<file path="src/rtl/width_cfg_responder.sv">
// width_cfg_responder: responder side of the width-configuration protocol.
// Range-checks a requested data width, applies it to the held active
// configuration over a fixed apply window (which abort can cancel), and
// returns a result code over a valid/ready response channel.
// Optional build macro CFG_RSP_STATS_EN adds saturating per-result counters.
module width_cfg_responder #(
    parameter int unsigned WIDTH_BITS    = 8,
    parameter int unsigned MIN_WIDTH     = 8,
    parameter int unsigned MAX_WIDTH     = 64,
    parameter int unsigned DEFAULT_WIDTH = 32,
    parameter int unsigned APPLY_CYCLES  = 4,
    parameter int unsigned ID_BITS       = 4
) (
    input  logic                  clk,
    input  logic                  rst_n,
    input  logic                  req_valid,
    output logic                  req_ready,
    input  logic [WIDTH_BITS-1:0] req_width,
    input  logic [ID_BITS-1:0]    req_id,
    input  logic                  abort,
    output logic                  rsp_valid,
    input  logic                  rsp_ready,
    output logic [1:0]            rsp_result,
    output logic [ID_BITS-1:0]    rsp_id,
    output logic [WIDTH_BITS-1:0] rsp_width,
    output logic [WIDTH_BITS-1:0] cfg_max_width,
    output logic [1:0]            status
`ifdef CFG_RSP_STATS_EN
    ,
    input  logic                  stat_clr,
    output logic [15:0]           stat_success,
    output logic [15:0]           stat_failure,
    output logic [15:0]           stat_error
`endif
);

    localparam int unsigned CntW = (APPLY_CYCLES > 1) ? $clog2(APPLY_CYCLES) : 1;

    localparam logic [WIDTH_BITS-1:0] MinW     = WIDTH_BITS'(MIN_WIDTH);
    localparam logic [WIDTH_BITS-1:0] MaxW     = WIDTH_BITS'(MAX_WIDTH);
    localparam logic [WIDTH_BITS-1:0] DefW     = WIDTH_BITS'(DEFAULT_WIDTH);
    localparam logic [CntW-1:0]       CntLoad  = CntW'(APPLY_CYCLES - 1);

    localparam logic [1:0] ResSuccess = 2'b00;
    localparam logic [1:0] ResFailure = 2'b01;
    localparam logic [1:0] ResPending = 2'b10;
    localparam logic [1:0] ResError   = 2'b11;

    typedef enum logic [1:0] {StIdle, StCheck, StApply, StResp} state_e;

    state_e                state_q, state_d;
    logic [WIDTH_BITS-1:0] width_q, width_d;
    logic [ID_BITS-1:0]    id_q, id_d;
    logic [CntW-1:0]       cnt_q, cnt_d;
    logic [1:0]            result_q, result_d;
    logic [WIDTH_BITS-1:0] cfg_q, cfg_d;
    logic                  in_range;

    // Full-width unsigned compare, so values above MAX_WIDTH never alias into range.
    assign in_range = (width_q >= MinW) && (width_q <= MaxW);

    // State and datapath registers; reset discards any in-flight request.
    always_ff @(posedge clk or negedge rst_n) begin
        if (!rst_n) begin
            state_q  <= StIdle;
            width_q  <= '0;
            id_q     <= '0;
            cnt_q    <= '0;
            result_q <= ResSuccess;
            cfg_q    <= DefW;
        end else begin
            state_q  <= state_d;
            width_q  <= width_d;
            id_q     <= id_d;
            cnt_q    <= cnt_d;
            result_q <= result_d;
            cfg_q    <= cfg_d;
        end
    end

    // Next-state logic: accept, range check, timed apply with abort, response hold.
    always_comb begin
        state_d  = state_q;
        width_d  = width_q;
        id_d     = id_q;
        cnt_d    = cnt_q;
        result_d = result_q;
        cfg_d    = cfg_q;
        unique case (state_q)
            StIdle: begin
                if (req_valid) begin
                    width_d = req_width;
                    id_d    = req_id;
                    state_d = StCheck;
                end
            end
            StCheck: begin
                if (in_range) begin
                    cnt_d   = CntLoad;
                    state_d = StApply;
                end else begin
                    result_d = ResFailure;
                    state_d  = StResp;
                end
            end
            StApply: begin
                // Abort wins even on the final cycle: the config is left untouched.
                if (abort) begin
                    result_d = ResError;
                    state_d  = StResp;
                end else if (cnt_q == '0) begin
                    cfg_d    = width_q;
                    result_d = ResSuccess;
                    state_d  = StResp;
                end else begin
                    cnt_d = cnt_q - CntW'(1);
                end
            end
            StResp: begin
                if (rsp_ready) begin
                    state_d = StIdle;
                end
            end
            default: state_d = StIdle;
        endcase
    end

    assign req_ready     = (state_q == StIdle);
    assign rsp_valid     = (state_q == StResp);
    assign rsp_result    = result_q;
    assign rsp_id        = id_q;
    assign rsp_width     = cfg_q;
    assign cfg_max_width = cfg_q;
    assign status        = ((state_q == StCheck) || (state_q == StApply)) ? ResPending
                                                                          : ResSuccess;

`ifdef CFG_RSP_STATS_EN
    logic        rsp_done;
    logic [15:0] succ_q, fail_q, err_q;

    assign rsp_done = rsp_valid && rsp_ready;

    // Saturating result counters; clear overrides a same-cycle increment.
    always_ff @(posedge clk or negedge rst_n) begin
        if (!rst_n) begin
            succ_q <= '0;
            fail_q <= '0;
            err_q  <= '0;
        end else if (stat_clr) begin
            succ_q <= '0;
            fail_q <= '0;
            err_q  <= '0;
        end else if (rsp_done) begin
            if ((result_q == ResSuccess) && (succ_q != 16'hFFFF)) succ_q <= succ_q + 16'd1;
            if ((result_q == ResFailure) && (fail_q != 16'hFFFF)) fail_q <= fail_q + 16'd1;
            if ((result_q == ResError) && (err_q != 16'hFFFF))    err_q  <= err_q + 16'd1;
        end
    end

    assign stat_success = succ_q;
    assign stat_failure = fail_q;
    assign stat_error   = err_q;
`endif

endmodule

</file>
<file path="config.mk">
export PLATFORM = sky130hd
export DESIGN_NAME = width_cfg_responder
export DESIGN_NICKNAME = d
export VERILOG_FILES = /design/src/rtl/width_cfg_responder.sv
export SDC_FILE = /design/constraint.sdc
export NUM_CORES = 1
export LEC_CHECK = 0
export BUFFER_PORTS_ARGS = -buffer_cell sky130_fd_sc_hd__buf_2
export CAP_MARGIN = 20
export CORE_UTILIZATION = 53
export CTS_CLUSTER_DIAMETER = 200
export DETAILED_ROUTE_END_ITERATION = 8
export GPL_TIMING_DRIVEN = 0
export PLACE_DENSITY = 0.92
export SLEW_MARGIN = 25
export SYNTH_ARGS = -nofsm -noshare
export SYNTH_HDL_FRONTEND = slang
export SYNTH_SLANG_ARGS = --single-unit
</file>
<file path="constraint.sdc">
create_clock -name clk -period 4.2 [get_ports clk]
set_input_delay 0.63 -clock clk [delete_from_list [all_inputs] [get_ports clk]]
set_output_delay 0.63 -clock clk [all_outputs]
set_load 0.02 [all_outputs]
</file>
# Word level (Yosys, flattened, before mapping)
# Index checks and enable logic that the tools add are counted.
dict set report word_totals {
  reg_bits 26
  inputBits 17
  output_inout_bits 26
  elab_cells 45
}
dict set report op_classes {
  add_sub_neg 1
  n_lt_le_gt_ge 2
  n_eq_ne 10
  n_mux 15
  bitwise 1
  n_reduce_logical 10
}
# op count
set op_table {}
lappend op_table {{two-way mux 2 bit} 11}
lappend op_table {{inequality test 2 bit (second input constant)} 5}
lappend op_table {{AND reduction 3 bit} 3}
lappend op_table {{>= comparator 8 x 4 -> 1 bit (second input constant)} 1}
lappend op_table {{less-or-equal comparator 8 x 7 -> 1 bit (second input constant)} 1}
lappend op_table {{case mux 2 bit (2 select lines)} 2}
lappend op_table {{case mux 2 bit (4 select lines)} 1}
lappend op_table {{equality test 2 bit (second input constant)} 2}
lappend op_table {{zero test 2 bit} 2}
lappend op_table {{AND reduction 4 bit} 1}
lappend op_table {{inequality test 3 bit (second input constant)} 1}
lappend op_table {{equality test 2 x 1 -> 1 bit (second input constant)} 1}
lappend op_table {{inequality test 2 x 1 -> 1 bit (second input constant)} 1}
lappend op_table {{AND reduction 2 bit} 1}
lappend op_table {{nonzero test 2 bit} 1}
lappend op_table {{subtractor 2 x 1 -> 2 bit (second input constant)} 1}
lappend op_table {{logical AND 1 bit} 1}
lappend op_table {{logical OR 1 bit} 1}
lappend op_table {{two-way mux 1 bit} 1}
lappend op_table {{inverter 1 bit} 1}

# Logic depth before layout (Yosys ltp)
dict set report depth {
  depth_word 4
  depth_mapped 7
  ltp_nobuf 7
}

# Worst setup path before layout
# Ideal clock, no wire load.
dict set report synth_path {
  path_kind {register -> register}
  startpoint {register state_q[0]}
  endpoint {register id_q[0], in the netlist rsp_id[0]}
  setup_time_ns 0.125
  arrival_ns 1.578
  required_time_ns 4.075
  path_slack_ns 2.497
  path_stages_with_launch 6
  path_buffers 1
  period_less_slack_ns 1.703
  path_cell_list {dfrtp_1 inv_1 ha_1 nand2_1 clkbuf_1 mux2_2}
}
dict set report synth_via {
  elab_chain_cells 2
}
# item line_no
set synth_lines {}
lappend synth_lines {{from (decl)} 51} ;# state_e state_q, state_d;
lappend synth_lines {{from (signal assigned)} 65} ;# state_q <= StIdle;
lappend synth_lines {{from (signal assigned)} 72} ;# state_q <= state_d;
lappend synth_lines {{zero test 2 bit} -}
lappend synth_lines {{net req_ready} 17} ;# output logic req_ready,
lappend synth_lines {{AND reduction 2 bit (no source line)} -}
lappend synth_lines {{to (signal assigned)} 74} ;# id_q <= id_d;
lappend synth_lines {{to (decl)} 53} ;# logic [ID_BITS-1:0] id_q, id_d;
# The timed path passes the listed nets, and every way through them passes these cells.
# A chain may end at the register's enable or synchronous reset.

# Final worst setup path
dict set report layout_path {
  startpoint {register state_q[0]}
  endpoint {output port status[1]}
}
dict set report layout_via {
  elab_chain_cells 3
  elab_cells_between_ends 4
  classes_between {2 x eq/ne; 1 x mux; 1 x reduce/logical}
}
# item line_no
set layout_lines {}
lappend layout_lines {{equality test 2 x 1 -> 1 bit or equality test 2 bit (tied branches)} 134} ;# assign status = ((state_q == StCheck) || (state_q == StApply)) ? ResPending
lappend layout_lines {{logical OR 1 bit (*)} 134}
lappend layout_lines {{two-way mux 2 bit (*)} 134}
lappend layout_lines {{to (decl)} 27} ;# output logic [1:0] status
# Every way passes the cells marked *; elsewhere a longest branch is shown, timed or not.

==> metrics <==
status finished clean; mux cell area share after synthesis 0.195; RR Startpoint state_q[0]; Via-to-Cell Ratio 5.17; syn nets 127; critical path launch point type flip-flop; HP Class in -> async; synthesized flop and latch total 26; Post-CTS Hold Fix Bufs 0; post-layout minimum cycle time 2.09 ns; Max H-tree Level 1; Die Ht 51.3 um; register area share after synthesis 0.507; Worst Setup Slack, final 2.11 ns; Slew @ Worst Pin 0.571 ns; Die W 51.3 um; Worst Skew 0.00564 ns; number of synthesized flops with an enable pin 0; reg2reg setup slack 2.28 ns; Logic pwr share 0.474; fraction of layout cells with a size suffix above 1 0.527; WL per Instance 14.1 um; CP max stage cell dfrtp_1; PwrDens 732 nW/um^2; largest net degree at the start of global routing 27; final setup vio count 0; RePlAce Congestion 0.763; switch share 0.397; Worst setup EP type primary output; Max Cap Viol 0; Async S/R FF share, synth 1.00; gr ovfl total 0; delay-heaviest family, CP flip-flops; Post-Syn Area per Cell 12.2 um^2; first-pass GRT wire length 4.26 mm; Pwr Total 1.16 mW; post-synth top area share 0.486; CTS sink cnt 26; area added between synthesis and finish 22.8%; final setup TNS 0 ns; Simple-Gate Fraction of Synth Area 0.0963; cells on worst reg2reg path 5; post-DP HPWL 1.91 mm; Reg-to-Reg End width_q[7]; Pins Over Slew Limit 0; Synth warnings 0; DR iter-0 viols 10; final WL 2.51 mm; Required @ worst endpoint 3.57 ns; post-synthesis compound-gate area fraction 0.0632; fillcell total 164; CTS Root Cell clkbuf_4; synthesized cell area 1290 um^2; diode count 0; num rows 17; sequential power share 0.378; top_reg_cell synth dfrtp_1; crit-path cells inv_1 -> ha_1 -> buf_4 -> buf_2; I/O pin count 43; clk buf depth 2; clock slew at the register clock pins of the worst setup and hold paths 0.14 ns; final hold viol count 0; TritonCTS clock tree yes; drt first pass iters 4; initial antenna violation count 0; Buf+Inv Stages, Crit Path 3; Slew Limit Headroom 0.619; cell taking the most area after synthesis dfrtp_1; DRT antenna net count 0; Post-Synth XOR/XNOR Area 0; FF/Latch Area 652 um^2; Synth Instances 105; WS Path Type reg -> out; Critical Path Max Stage Delay 0.43 ns; Max Freq 478 MHz; via count 920; Worst-Skew Late Latency 0.32 ns; dominant cells by area after synthesis dfrtp_1, mux2_2, buf_4, ha_1, inv_1; post-CTS setup buffer count 0; largest family of logic cells by synthesized area multiplexers; number of CTS-inserted buffers 3; post-route cell area 1580 um^2; Synth Area in Adders 0.0486; unrepaired setup endpoints after global routing no; # DRC 0; footprint of the multi-input gates 522 um^2; IO buf count 41; vias in the first global route 922; PostCTS Resize Cnt 0; standby leakage power 0.842 nW; NumNets Final 173; DIE AREA 2630 um^2; Core Region 2250 um^2; dpl cell area 1530 um^2; setup slack at placement 2.30 ns; unique cell type count in the Yosys netlist 29; Initial Utilization 0.570; WP data arrival 1.46 ns; CP Max Fanout 4; Pint 697 uW; Clk pwr share 0.148; period utilisation layout 0.499; Psw 459 uW; peak supply drop 0.588 mV; total track usage 0.226
[registers in the layout, indices dropped and copies added, names as in the netlist]
signal         flops
rsp_result         2
width_q            8
state_q            2
cnt_q              2
cfg_max_width      8
rsp_id             4
[cells in the mapped netlist, types with 2 or more instances]
library cell	number
clkbuf_1	2
mux2_2	20
inv_1	8
nand2_1	4
dfrtp_1	25
ha_1	5
nand3b_1	3
o21ai_0	3
buf_4	10
a21oi_1	2
nor3_1	4
nor2_1	2
[power by group through the flow]
stage / combinational [mW] / clock (mW) / sequential [mW]
3_3_place_gp: 0.518 / 0 / 0.429
2_1_floorplan: 0.357 / 0 / 0.474
4_1_cts: 0.552 / 0.172 / 0.438
3_5_place_dp: 0.545 / 0 / 0.443
6_report: 0.548 / 0.171 / 0.437
5_1_grt: 0.596 / 0.183 / 0.455
[cell families (layout without fill, tap and decap cells)]
group                    after synthesis  after routing
flip-flops                            26             26
multiplexers                          22             22
buffers and inverters                 20             65
AND/OR/NAND/NOR                       19             19
AO/OA/AOI/OAI                         12             12
adder cells (fa/ha/maj)                5              5
other                                  1              1
[cell usage in the layout, fill, tap and decap left out, types with 3 or more instances in the layout]
cell      count
buf_2        41
buf_4        10
clkbuf_4      3
dfrtp_1      25
ha_1          5
inv_1         8
mux2_2       20
nand2_1       4
nand3b_1      3
nor3_1        4
o21ai_0       3
[metal layers]
metal	share of wire	vias to the layer above	track usage
met2	0.52	28	0.401
met5	0	-	0
met1	0.43	438	0.279
li1	-	450	-
met4	0.017	0	0.0856
met3	0.036	4	0.0268
[through the flow]
stage          instances  utilization  hold slack, ns
2_1_floorplan        105            -           0.334
3_3_place_gp         174        0.677           0.485
3_5_place_dp         174        0.677           0.501
4_1_cts              178        0.700           0.299
5_1_grt              178        0.700           0.319
6_report             178        0.700           0.272
[worst max path at each step]
stage                           from            end  slack [ns]  cells after the start
final                     state_q[0]      status[1]        2.11                      4
after global routing      state_q[0]      status[1]        2.02                      4
after CTS                 state_q[0]      status[1]        2.10                      4
after detailed placement  state_q[0]  rsp_result[0]        2.30                      7
after global placement     req_valid     width_q[3]        2.38                      4
after floorplan           state_q[0]      rsp_id[0]        2.50                      5
[layout make-up]
cell class | instances | area share
clock inverters | 1 | 0.0190
flip-flops and latches | 26 | 0.413
repair buffers | 41 | 0.130
clock buffers | 3 | 0.0143
plain buffers | 12 | 0.0523
well taps | 28 | 0.0222
inverters | 8 | 0.0190
multi-input cells | 59 | 0.330
(Power assumes the default switching activity.)
